`src/rtl/fp_add_pkg.sv`:
```
`default_nettype none
// ============================================================================
// Module   : fp_add_pkg
// Purpose  : Shared types and constants for the sequenced single-precision
//            floating-point adder (state encoding, special values, flag
//            layout and a flag-packing helper).
// Ports    : none (package)
// Revision : 1.0 - initial release
// ============================================================================
package fp_add_pkg;

    typedef enum logic [2:0] {
        IDLE  = 3'd0,
        CMP   = 3'd1,
        ALIGN = 3'd2,
        ADD   = 3'd3,
        NORM  = 3'd4,
        ROUND = 3'd5,
        DONE  = 3'd6
    } state_t;

    localparam int EXP_BIAS       = 127;
    localparam int EXP_MAX        = 2 * EXP_BIAS + 1;   // 255, all-ones exponent
    localparam int INT_MANT_WIDTH = 27;                 // hidden + 23 + G + R + S
    localparam int ALIGN_SAT      = INT_MANT_WIDTH;     // beyond this B is pure sticky

    localparam logic [31:0] QNAN    = 32'h7FC0_0000;
    localparam logic [31:0] POS_INF = 32'h7F80_0000;
    localparam logic [31:0] NEG_INF = 32'hFF80_0000;

    // flags_out = {invalid, overflow, inexact}
    localparam int FLAG_INVALID  = 2;
    localparam int FLAG_OVERFLOW = 1;
    localparam int FLAG_INEXACT  = 0;

    function automatic logic [2:0] make_flags(input logic invalid,
                                              input logic overflow,
                                              input logic inexact);
        logic [2:0] f;
        f                = 3'b000;
        f[FLAG_INVALID]  = invalid;
        f[FLAG_OVERFLOW] = overflow;
        f[FLAG_INEXACT]  = inexact;
        return f;
    endfunction

endpackage
`default_nettype wire

```
`src/rtl/fp_add_special_case.sv`:
```
`default_nettype none
// ============================================================================
// Module   : fp_add_special_case
// Purpose  : Combinational classifier for operand pairs that bypass the
//            arithmetic datapath (NaN, infinities, zeros with flush-to-zero).
// Ports    : op_a, op_b      - raw IEEE-754 operands
//            is_special      - pair resolves without arithmetic
//            special_result  - the resolved result when is_special
//            invalid         - NaN input or +Inf + -Inf
// Revision : 1.0 - initial release
// ============================================================================
module fp_add_special_case
    import fp_add_pkg::*;
#(
    parameter int DATA_WIDTH = 32,
    parameter int MENT_WIDTH = 23,
    parameter int EXPO_WIDTH = 8
) (
    input  logic [DATA_WIDTH-1:0] op_a,
    input  logic [DATA_WIDTH-1:0] op_b,
    output logic                  is_special,
    output logic [DATA_WIDTH-1:0] special_result,
    output logic                  invalid
);

    logic [EXPO_WIDTH-1:0] w_exp_a;
    logic [EXPO_WIDTH-1:0] w_exp_b;
    logic                  w_frac_a_nz;
    logic                  w_frac_b_nz;
    logic                  w_nan_a, w_nan_b, w_inf_a, w_inf_b, w_zero_a, w_zero_b;

    assign w_exp_a     = op_a[DATA_WIDTH-2 -: EXPO_WIDTH];
    assign w_exp_b     = op_b[DATA_WIDTH-2 -: EXPO_WIDTH];
    assign w_frac_a_nz = |op_a[MENT_WIDTH-1:0];
    assign w_frac_b_nz = |op_b[MENT_WIDTH-1:0];

    assign w_nan_a  = (&w_exp_a) &  w_frac_a_nz;
    assign w_nan_b  = (&w_exp_b) &  w_frac_b_nz;
    assign w_inf_a  = (&w_exp_a) & ~w_frac_a_nz;
    assign w_inf_b  = (&w_exp_b) & ~w_frac_b_nz;
    // Zero exponent covers denormals as well: they are flushed to zero.
    assign w_zero_a = ~(|w_exp_a);
    assign w_zero_b = ~(|w_exp_b);

    always_comb begin
        is_special     = 1'b0;
        special_result = '0;
        invalid        = 1'b0;
        if (w_nan_a || w_nan_b ||
            (w_inf_a && w_inf_b && (op_a[DATA_WIDTH-1] != op_b[DATA_WIDTH-1]))) begin
            is_special     = 1'b1;
            special_result = DATA_WIDTH'(QNAN);
            invalid        = 1'b1;
        end else if (w_inf_a) begin
            is_special     = 1'b1;
            special_result = op_a;
        end else if (w_inf_b) begin
            is_special     = 1'b1;
            special_result = op_b;
        end else if (w_zero_a && w_zero_b) begin
            is_special     = 1'b1;
            special_result = {op_a[DATA_WIDTH-1] & op_b[DATA_WIDTH-1], {(DATA_WIDTH-1){1'b0}}};
        end else if (w_zero_a) begin
            is_special     = 1'b1;
            special_result = op_b;
        end else if (w_zero_b) begin
            is_special     = 1'b1;
            special_result = op_a;
        end
    end

endmodule
`default_nettype wire

```
`src/rtl/fp_add_sequencer.sv`:
```
`default_nettype none
// ============================================================================
// Module   : fp_add_sequencer
// Purpose  : Multi-cycle IEEE-754 single-precision adder. An FSM walks
//            CMP -> ALIGN -> ADD -> NORM -> ROUND -> DONE, aligning and
//            normalising one bit per cycle. FTZ, round-to-nearest-even.
// Ports    : clk_in, rst_n_in (async, active-low)
//            valid_in/ready_out, floating1_in, floating2_in - operand handshake
//            valid_out/ready_in, floating_addition_out, flags_out
//                {invalid, overflow, inexact} - result handshake
//            busy_out - high in every state except IDLE
// Revision : 1.0 - initial release
// ============================================================================
module fp_add_sequencer
    import fp_add_pkg::*;
#(
    parameter int DATA_WIDTH = 32,
    parameter int MENT_WIDTH = 23,
    parameter int EXPO_WIDTH = 8
) (
    input  logic                  clk_in,
    input  logic                  rst_n_in,
    input  logic                  valid_in,
    output logic                  ready_out,
    input  logic [DATA_WIDTH-1:0] floating1_in,
    input  logic [DATA_WIDTH-1:0] floating2_in,
    output logic                  valid_out,
    input  logic                  ready_in,
    output logic [DATA_WIDTH-1:0] floating_addition_out,
    output logic [2:0]            flags_out,
    output logic                  busy_out
);

    localparam int MW = INT_MANT_WIDTH;
    localparam int EW = EXPO_WIDTH + 1;   // one spare bit to see exponent overflow

    state_t                r_state, w_next_state;
    logic [DATA_WIDTH-1:0] r_op_a, r_op_b, r_result;
    logic [2:0]            r_flags;
    logic                  r_special, r_sign_a, r_sign_b;
    logic [EW-1:0]         r_exp;
    logic [MW-1:0]         r_mant_a, r_mant_b;
    logic [4:0]            r_shift;
    logic [MW:0]           r_sum;     // bit MW is the adder carry

    // ---------------- compare / swap ----------------
    logic                  w_a_ge;
    logic [DATA_WIDTH-1:0] w_big, w_small;
    logic [EXPO_WIDTH-1:0] w_exp_big, w_exp_small, w_exp_diff;
    logic [4:0]            w_shift;
    logic                  w_is_special, w_special_invalid;
    logic [DATA_WIDTH-1:0] w_special_result;

    // Magnitude order is just an unsigned compare of {exponent, fraction}.
    assign w_a_ge      = r_op_a[DATA_WIDTH-2:0] >= r_op_b[DATA_WIDTH-2:0];
    assign w_big       = w_a_ge ? r_op_a : r_op_b;
    assign w_small     = w_a_ge ? r_op_b : r_op_a;
    assign w_exp_big   = w_big[DATA_WIDTH-2 -: EXPO_WIDTH];
    assign w_exp_small = w_small[DATA_WIDTH-2 -: EXPO_WIDTH];
    assign w_exp_diff  = w_exp_big - w_exp_small;
    assign w_shift     = (w_exp_diff >= EXPO_WIDTH'(ALIGN_SAT)) ? 5'(ALIGN_SAT)
                                                                 : w_exp_diff[4:0];

    fp_add_special_case #(
        .DATA_WIDTH (DATA_WIDTH),
        .MENT_WIDTH (MENT_WIDTH),
        .EXPO_WIDTH (EXPO_WIDTH)
    ) u_special (
        .op_a           (r_op_a),
        .op_b           (r_op_b),
        .is_special     (w_is_special),
        .special_result (w_special_result),
        .invalid        (w_special_invalid)
    );

    // ---------------- round (round-to-nearest-even) ----------------
    logic                  w_guard, w_round, w_sticky, w_lsb, w_inc;
    logic [MENT_WIDTH+1:0] w_rnd;
    logic [EW-1:0]         w_rnd_exp;
    logic [MENT_WIDTH-1:0] w_rnd_frac;
    logic                  w_overflow, w_inexact;
    logic [DATA_WIDTH-1:0] w_rnd_result;

    assign w_guard    = r_sum[2];
    assign w_round    = r_sum[1];
    assign w_sticky   = r_sum[0];
    assign w_lsb      = r_sum[3];
    assign w_inc      = w_guard & (w_round | w_sticky | w_lsb);
    assign w_rnd      = {1'b0, r_sum[MW-1:3]} + {{(MENT_WIDTH+1){1'b0}}, w_inc};
    // A carry out of the increment means the mantissa became 10.000...0.
    assign w_rnd_exp  = r_exp + {{EXPO_WIDTH{1'b0}}, w_rnd[MENT_WIDTH+1]};
    assign w_rnd_frac = w_rnd[MENT_WIDTH+1] ? w_rnd[MENT_WIDTH:1] : w_rnd[MENT_WIDTH-1:0];
    assign w_overflow = w_rnd_exp >= EW'(EXP_MAX);
    assign w_inexact  = w_guard | w_round | w_sticky | w_overflow;
    assign w_rnd_result = w_overflow ? (r_sign_a ? DATA_WIDTH'(NEG_INF) : DATA_WIDTH'(POS_INF))
                                     : {r_sign_a, w_rnd_exp[EXPO_WIDTH-1:0], w_rnd_frac};

    // ---------------- FSM ----------------
    always_ff @(posedge clk_in or negedge rst_n_in) begin
        if (!rst_n_in) r_state <= IDLE;
        else           r_state <= w_next_state;
    end

    always_comb begin
        w_next_state = r_state;
        case (r_state)
            IDLE:  if (valid_in) w_next_state = CMP;
            // Special results take the ROUND slot so they leave two edges
            // after acceptance through the same output path.
            CMP:   if (w_is_special)             w_next_state = ROUND;
                   else if (w_exp_diff != '0)    w_next_state = ALIGN;
                   else                          w_next_state = ADD;
            ALIGN: if (r_shift == 5'd1) w_next_state = ADD;
            ADD:   w_next_state = NORM;
            NORM:  if (r_sum[MW])               w_next_state = ROUND;
                   else if (r_sum == '0)        w_next_state = DONE;
                   else if (!r_sum[MW-1]) begin
                       if (r_exp == EW'(1))     w_next_state = DONE;
                   end else                     w_next_state = ROUND;
            ROUND: w_next_state = DONE;
            DONE:  if (ready_in) w_next_state = IDLE;
            default: w_next_state = IDLE;
        endcase
    end

    // ---------------- datapath ----------------
    always_ff @(posedge clk_in or negedge rst_n_in) begin
        if (!rst_n_in) begin
            r_op_a    <= '0;
            r_op_b    <= '0;
            r_result  <= '0;
            r_flags   <= '0;
            r_special <= 1'b0;
            r_sign_a  <= 1'b0;
            r_sign_b  <= 1'b0;
            r_exp     <= '0;
            r_mant_a  <= '0;
            r_mant_b  <= '0;
            r_shift   <= '0;
            r_sum     <= '0;
        end else begin
            case (r_state)
                IDLE: if (valid_in) begin
                    r_op_a <= floating1_in;
                    r_op_b <= floating2_in;
                end
                CMP: begin
                    r_special <= w_is_special;
                    if (w_is_special) begin
                        r_result <= w_special_result;
                        r_flags  <= make_flags(w_special_invalid, 1'b0, 1'b0);
                    end else begin
                        r_sign_a <= w_big[DATA_WIDTH-1];
                        r_sign_b <= w_small[DATA_WIDTH-1];
                        r_exp    <= {1'b0, w_exp_big};
                        r_mant_a <= {1'b1, w_big[MENT_WIDTH-1:0], 3'b000};
                        r_mant_b <= {1'b1, w_small[MENT_WIDTH-1:0], 3'b000};
                        r_shift  <= w_shift;
                    end
                end
                ALIGN: begin
                    // Bits leaving the bottom collapse into the sticky bit.
                    r_mant_b <= {1'b0, r_mant_b[MW-1:2], r_mant_b[1] | r_mant_b[0]};
                    r_shift  <= r_shift - 5'd1;
                end
                ADD: begin
                    // A has the larger magnitude, so the difference is never negative.
                    if (r_sign_a == r_sign_b) r_sum <= {1'b0, r_mant_a} + {1'b0, r_mant_b};
                    else                      r_sum <= {1'b0, r_mant_a} - {1'b0, r_mant_b};
                end
                NORM: begin
                    if (r_sum[MW]) begin
                        r_sum <= {1'b0, r_sum[MW:2], r_sum[1] | r_sum[0]};
                        r_exp <= r_exp + EW'(1);
                    end else if (r_sum == '0) begin
                        r_result <= '0;
                        r_flags  <= '0;
                    end else if (!r_sum[MW-1]) begin
                        if (r_exp == EW'(1)) begin
                            // Would become denormal: flush to signed zero.
                            r_result <= {r_sign_a, {(DATA_WIDTH-1){1'b0}}};
                            r_flags  <= '0;
                        end else begin
                            r_sum <= r_sum << 1;
                            r_exp <= r_exp - EW'(1);
                        end
                    end
                end
                ROUND: if (!r_special) begin
                    r_result <= w_rnd_result;
                    r_flags  <= make_flags(1'b0, w_overflow, w_inexact);
                end
                default: ;
            endcase
        end
    end

    assign ready_out             = (r_state == IDLE);
    assign busy_out              = (r_state != IDLE);
    assign valid_out             = (r_state == DONE);
    assign floating_addition_out = r_result;
    assign flags_out             = r_flags;

endmodule
`default_nettype wire
```
`config.mk`:
```
export PLATFORM = sky130hd
export DESIGN_NAME = fp_add_sequencer
export DESIGN_NICKNAME = d
export VERILOG_FILES = /design/src/rtl/fp_add_pkg.sv /design/src/rtl/fp_add_special_case.sv /design/src/rtl/fp_add_sequencer.sv
export SDC_FILE = /design/constraint.sdc
export NUM_CORES = 1
export LEC_CHECK = 0
export CAP_MARGIN = 20
export CORE_ASPECT_RATIO = 2
export CORE_MARGIN = 3
export CORE_UTILIZATION = 30
export DETAILED_ROUTE_END_ITERATION = 8
export MAX_ROUTING_LAYER = met4
export PLACE_DENSITY_LB_ADDON = 0.1
export SYNTH_ARGS = -nofsm -noshare
export SYNTH_HDL_FRONTEND = slang
export SYNTH_SLANG_ARGS = --single-unit
```
`constraint.sdc`:
```
create_clock -name clk_in -period 4.4 [get_ports clk_in]
set_input_delay 0.66 -clock clk_in [delete_from_list [all_inputs] [get_ports clk_in]]
set_output_delay 0.66 -clock clk_in [all_outputs]
set_load 0.1 [all_outputs]
```
==> results of run 1 <==
## logic make-up after synthesis
kind of cell	count (synthesis)	synth area share [%]
adders and majority gates	91	8.14
buffers and inverters	217	5.91
and+or+nand+nor	551	17.8
xor gates and xnor gates	55	3.42
AOI/OAI and AO/OA	577	25.8
DFF	198	35.2
muxes	48	3.74
## synthesized netlist by cell type, types with 15 or more instances
master	number
a211oi_1	17
a21oi_1	156
a221o_1	16
a31oi_1	39
clkbuf_1	106
dfrtp_1	198
ha_1	90
inv_1	100
mux2_2	34
nand2_1	239
nand3_1	35
nand4_1	21
nor2_1	123
nor3_1	31
nor4_1	29
o21ai_0	164
o21ai_1	15
o22ai_1	20
xnor2_1	30
xor2_1	25
## cell type report
type	count	area (sq um)
sequential	198	4950
clock inverter	8	118
fill	4955	29300
tap	621	777
clock buffer	24	512
inverter	100	375
timing repair buffer	189	1700
multi-input combinational	1322	8340
## worst max-delay path by stage
stage / from / endpoint / cells after the start
4_1_cts: r_op_b[28]$_DFFE_PN0P_ / r_shift[3]$_DFFE_PN0P_ / 17
3_3_place_gp: r_op_b[25]$_DFFE_PN0P_ / r_shift[3]$_DFFE_PN0P_ / 19
5_1_grt: r_op_b[10]$_DFFE_PN0P_ / r_shift[0]$_DFFE_PN0P_ / 18
6_report: r_op_b[28]$_DFFE_PN0P_ / r_shift[3]$_DFFE_PN0P_ / 17
2_1_floorplan: r_op_b[27]$_DFFE_PN0P_ / r_shift[3]$_DFFE_PN0P_ / 19
3_5_place_dp: r_op_b[28]$_DFFE_PN0P_ / r_shift[3]$_DFFE_PN0P_ / 17
## per-stage QoR
step / setup slack, ns / hold WS [ns] / area [sq um] / std cells
floorplan: 0.539 / 0.364 / 14100 / 1737
global placement: 0.363 / 0.472 / 16100 / 2430
detailed placement: 0.348 / 0.473 / 16100 / 2430
CTS: 0.300 / 0.299 / 16800 / 2462
global route: 0.0491 / 0.317 / 16800 / 2462
finish: 0.264 / 0.250 / 16800 / 2462
## repair_timing
action,in CTS,in global routing
setup endpoints to repair,0,18
hold buffers,0,0
gates resized for setup,0,2
buffers inserted,0,0
## flip-flops by register name (all words and copies together) (netlist names)
| signal | flops |
|---|---|
| r_mant_b | 27 |
| r_special | 1 |
| r_exp | 9 |
| flags_out | 3 |
| r_sign_b | 1 |
| r_op_b | 32 |
| r_op_a | 32 |
| r_mant_a | 24 |
| r_sum | 28 |
| floating_addition_out | 32 |
| r_sign_a | 1 |
| r_state | 3 |
| r_shift | 5 |
## layout by cell type, fill, tap and decap left out, drive strengths merged, types with 8 or more instances in the layout
cell	count
o22ai	20
nand2b	13
dfrtp	198
a22oi	15
a221oi	9
mux2	37
o211ai	12
inv	100
nor2b	11
xnor2	30
nand4	21
o21bai	11
and2	8
nor4	29
or3	8
a211oi	17
o31ai	12
a21oi	158
xor2	25
nor2	124
nand3	35
nor3	31
o21ai	179
a31oi	39
clkbuf	25
clkdlybuf4s50	104
buf	84
o32ai	10
a221o	16
o32a	9
ha	90
a21o	12
nand2	239
mux2i	11
## worst max-delay path, delay by kind of cell, from the launching register on
family                     cells  cell delay [ns]
adders and majority gates      2             0.64
buffers and inverters          1             0.14
and+or+nand+nor                5             0.89
DFF                            1             0.49
muxes                          1             0.18
AOI/OAI and AO/OA              8             1.65
## metal layers
layer	GRT usage [%]	wire length, um	vias up
met3	2.39	1780	179
met5	-	0	-
met2	46.3	33200	436
li1	-	-	6433
met4	25.0	7500	0
met1	23.9	20900	6676
==> impl_metrics.yaml, run 1 <==
critical_path:
  r2r-start: "r_op_b[28]$_DFFE_PN0P_"
  crit_fanout: 6
  max_stage_delay_ns: 0.49
  ff2ff_setup_slack_ns: 0.26
  crit_type: "reg -> reg"
  cp.required_ns: 4.73
  rr_endpoint: "r_shift[3]$_DFFE_PN0P_"
  end_kind: "register"
  reg2reg_depth: 17
  startpoint_type: "register"
  cpMaxStageDelayCell: "dfrtp_1"
  crit_chain: "inv_1 -> ha_1 -> nand3_1 -> or3_4 -> a2111oi_4 -> nor2_2 -> nor2_1 -> a21oi_1 -> ha_1 -> o21ai_0 -> nand2_1 -> a21oi_1 -> mux2_1 -> o21ai_1 -> a211o_1 -> a22oi_4 -> a31oi_1"
  cp.arrival_ns: 4.47
layout:
  drive_above_1_share_pct: 9.56
  diodes: 0
  synthToLayoutAreaGrowth_pct: 19.2
  utilization_pct: 36.4
  fin_nets: 1987
clock_tree:
  clk_pin_slew_ns: 0.08
  clockBufferDepth: 2
  numCtsBuffers: 17
  clkSinkCount: 198
  cts_tree: "yes"
  clock-root-buffer: "clkbuf_16"
  insertion_delay_ns: 0.47
  h-tree-depth: 4
logic_synthesis:
  synth_edf_count: 0
  synth_top_area_cell: "dfrtp_1"
  netlist_instances: 1737
  syn_area_sq_um: 14100
  synth_top_area_share_pct: 35.2
  synthFlopType: "dfrtp_1"
  yosysWarnings: 0
  synthTopCellsByArea: "dfrtp_1 35%, ha_1 8.0%, nand2_1 6.4%"
  ys_types: 75
  ys_seq_area_share_pct: 35.2
  synth_area_per_cell_sq_um: 8.10
  synth_fp_nets: 1896
  async_reset_ff_share_pct: 100
  ys_ff_latch: 198
placed_design:
  hpwl_mm: 50.4
  port_buffers: 105
  routabilityCongestion: 0.954
drt:
  route.vias.total: 13724
  dr.pass1.iters: 7
  wire_per_inst_um: 25.7
  ant_nets: 0
  drc: 0
  via_per_inst: 5.57
  drt-initial-drc-count: 817
  routed_wl_mm: 63.4
timing:
  finalMaxSlewViolations: 0
  finClkSkew_ns: 0.0161
  min_period_over_period_pct: 94.0
  slew_headroom_pct: 26.5
  hold_viol_final: 0
  finalCriticalPeriod_ns: 4.14
  setup-violations-final: 0
  rsz0062_at_grt: "no"
  worst_slew_pin_slew_ns: 1.10
  final.setup.tns_ns: 0
  fmax_ghz: 0.242
floorplan:
  row_count: 111
  start_util_pct: 30.5
  core_sq_um: 46100
  die_h_um: 312
  die_area_sq_um: 49700
  fp.dieW_um: 159
  ios: 106
global_routing:
  grt-ovfl-total: 0
  grt_pass1_vias: 14130
  antenna_found_initial: 0
  grt_pass1_wl_mm: 92.6
  grt_max_degree: 94
  grt_usage_pct: 26.0
flow_run:
  cap_violations: 0
outcome:
  status: "complete, no violations"
hold_path:
  hold_class: "in -> async"
Power of run 1 is left out: the tool's default activity adds up to more than one toggle a clock period on the data nets, which glitch-free logic cannot reach.
==> run 2, diff against run 1 <==
--- a/config.mk
+++ b/config.mk
@@ -5,7 +5,8 @@
 export SDC_FILE = /design/constraint.sdc
 export NUM_CORES = 1
 export LEC_CHECK = 0
-export CAP_MARGIN = 20
+export CELL_PAD_IN_SITES_DETAIL_PLACEMENT = 1
+export CELL_PAD_IN_SITES_GLOBAL_PLACEMENT = 1
 export CORE_ASPECT_RATIO = 2
 export CORE_MARGIN = 3
 export CORE_UTILIZATION = 30
==> run 2 against run 1 <==
Sequential cell count is the same. Routed wire length increased by 4.4%. Clock skew is 0.0023 ns lower.
==> impl_metrics.yaml, run 2 (same netlist as run 1, synthesis figures left out) <==
placed_design:
  port_buffers: 105
  hpwl_mm: 53.0
  dp_cells: 2425
  routabilityCongestion: 0.924
  post-place-ws_ns: 0.205
timing:
  layout_setup_ws_ns: 0.261
  setup-violations-final: 0
  min_period_over_period_pct: 94.1
  slew_headroom_pct: 24.7
  rsz0062_at_grt: "no"
  final.setup.tns_ns: 0
  finalMaxSlewViolations: 0
  hold_viol_final: 0
  finalCriticalPeriod_ns: 4.14
  fmax_ghz: 0.242
  worst_slew_pin_slew_ns: 1.13
  finClkSkew_ns: 0.0137
floorplan:
  start_util_pct: 30.5
  fp.dieW_um: 159
  die_area_sq_um: 49700
  die_h_um: 312
  ios: 106
  core_sq_um: 46100
  row_count: 111
clock_tree:
  insertion_delay_ns: 0.48
  hold_buffers: 0
  h-tree-depth: 4
  clock-root-buffer: "clkbuf_16"
  clkSinkCount: 198
  clockBufferDepth: 2
  cts_tree: "yes"
  numCtsBuffers: 17
  clk_pin_slew_ns: 0.08
global_routing:
  grt_usage_pct: 27.2
  antenna_found_initial: 0
  grt_pass1_wl_mm: 97.7
  grt_max_degree: 111
  grt_pass1_vias: 14771
  grt-ovfl-total: 0
critical_path:
  reg2reg_depth: 18
  cp.required_ns: 4.79
  max_stage_delay_ns: 0.57
  crit_fanout: 6
  startpoint_type: "register"
  crit_chain: "inv_1 -> ha_1 -> a21oi_1 -> o21ai_1 -> a2111oi_2 -> a2111oi_4 -> nor2_2 -> nor2_1 -> a21oi_1 -> ha_1 -> o21ai_0 -> nand2_1 -> a21oi_1 -> mux2_1 -> xnor2_1 -> nor2b_1 -> a21oi_1 -> a31oi_1"
  crit_top_cell: "a21oi_1"
  crit_type: "reg -> reg"
  cpMaxStageDelayCell: "a2111oi_2"
  cp.arrival_ns: 4.53
  end_kind: "register"
  cp.depth: 18
  critPathTopFamily: "compound AO/OA/AOI/OAI gates"
  path_buf_inv: 1
layout:
  drive_above_1_share_pct: 9.59
  fin_nets: 1982
  utilization_pct: 36.3
  layout_commonest_cell: "nand2_1"
  diodes: 0
  synthToLayoutAreaGrowth_pct: 19.0
  final_cell_mix: "238 x nand2_1, 198 x dfrtp_1, 164 x o21ai_0, 156 x a21oi_1, 121 x nor2_1"
  multiInputGateArea_sq_um: 8360
  fin_cells: 2457
  fillCellCount: 5594
  seq_area_sq_um: 4950
outcome:
  status: "complete, no violations"
hold_path:
  hold_class: "in -> async"
drt:
  drc: 0
  routed_wl_mm: 66.2
  drt-initial-drc-count: 619
  ant_nets: 0
  route.vias.total: 13763
  dr.pass1.iters: 5
  wire_per_inst_um: 26.9
  via_per_inst: 5.60
flow_run:
  cap_violations: 0
-- run 2: layer usage --
layer	GRT usage [%]	wire, um
met4	19.8	5890
met1	25.7	22900
met2	51.4	36400
met3	1.83	992
met5	-	0
-- run 2: final timing paths --
| path | start | slack (ns) | to |
|---|---|---|---|
| min in group clk_in | floating_addition_out[24]$_DFFE_PN0P_ | 0.50 | floating_addition_out[24]$_DFFE_PN0P_ |
| max in group asynchronous | rst_n_in | 2.92 | r_mant_a[3]$_DFFE_PN0P_ |
| max | r_op_b[10]$_DFFE_PN0P_ | 0.26 | r_shift[0]$_DFFE_PN0P_ |
| min | rst_n_in | 0.31 | floating_addition_out[25]$_DFFE_PN0P_ |
| max reg2reg | r_op_b[10]$_DFFE_PN0P_ | 0.26 | r_shift[0]$_DFFE_PN0P_ |
| min reg2reg | floating_addition_out[24]$_DFFE_PN0P_ | 0.50 | floating_addition_out[24]$_DFFE_PN0P_ |
-- run 2: area by class of cell --
type / instances / share of cell area, %
Multi-Input combinational cell: 1322 / 49.9
Sequential cell: 198 / 29.6
Timing Repair Buffer: 184 / 10.1
Tap cell: 621 / 4.64
Clock buffer: 20 / 2.73
Inverter: 100 / 2.24
Clock inverter: 12 / 0.866
-- run 2: metrics by stage --
step	hold slack (ns)	area [sq um]
finish	0.313	16800
global route	0.403	16800
CTS	0.383	16700
detailed placement	0.487	16100
global placement	0.468	16100
floorplan	0.364	14100
-- run 2: worst register-to-register path, delay by kind of cell (launching register included) --
kind,cells,cell delay (ns)
buffers and inverters,1,0.12
DFF,1,0.48
and+or+nand+nor,4,0.66
muxes,1,0.35
xor gates and xnor gates,1,0.29
AOI/OAI and AO/OA,9,1.62
adders and majority gates,2,0.53
-- run 2: repair_timing --
item                       4_1_cts  5_1_grt
resized for setup                0        8
setup endpoints to repair        0       23
buffers inserted                 0        0
Power of run 2 is left out for the same reason.
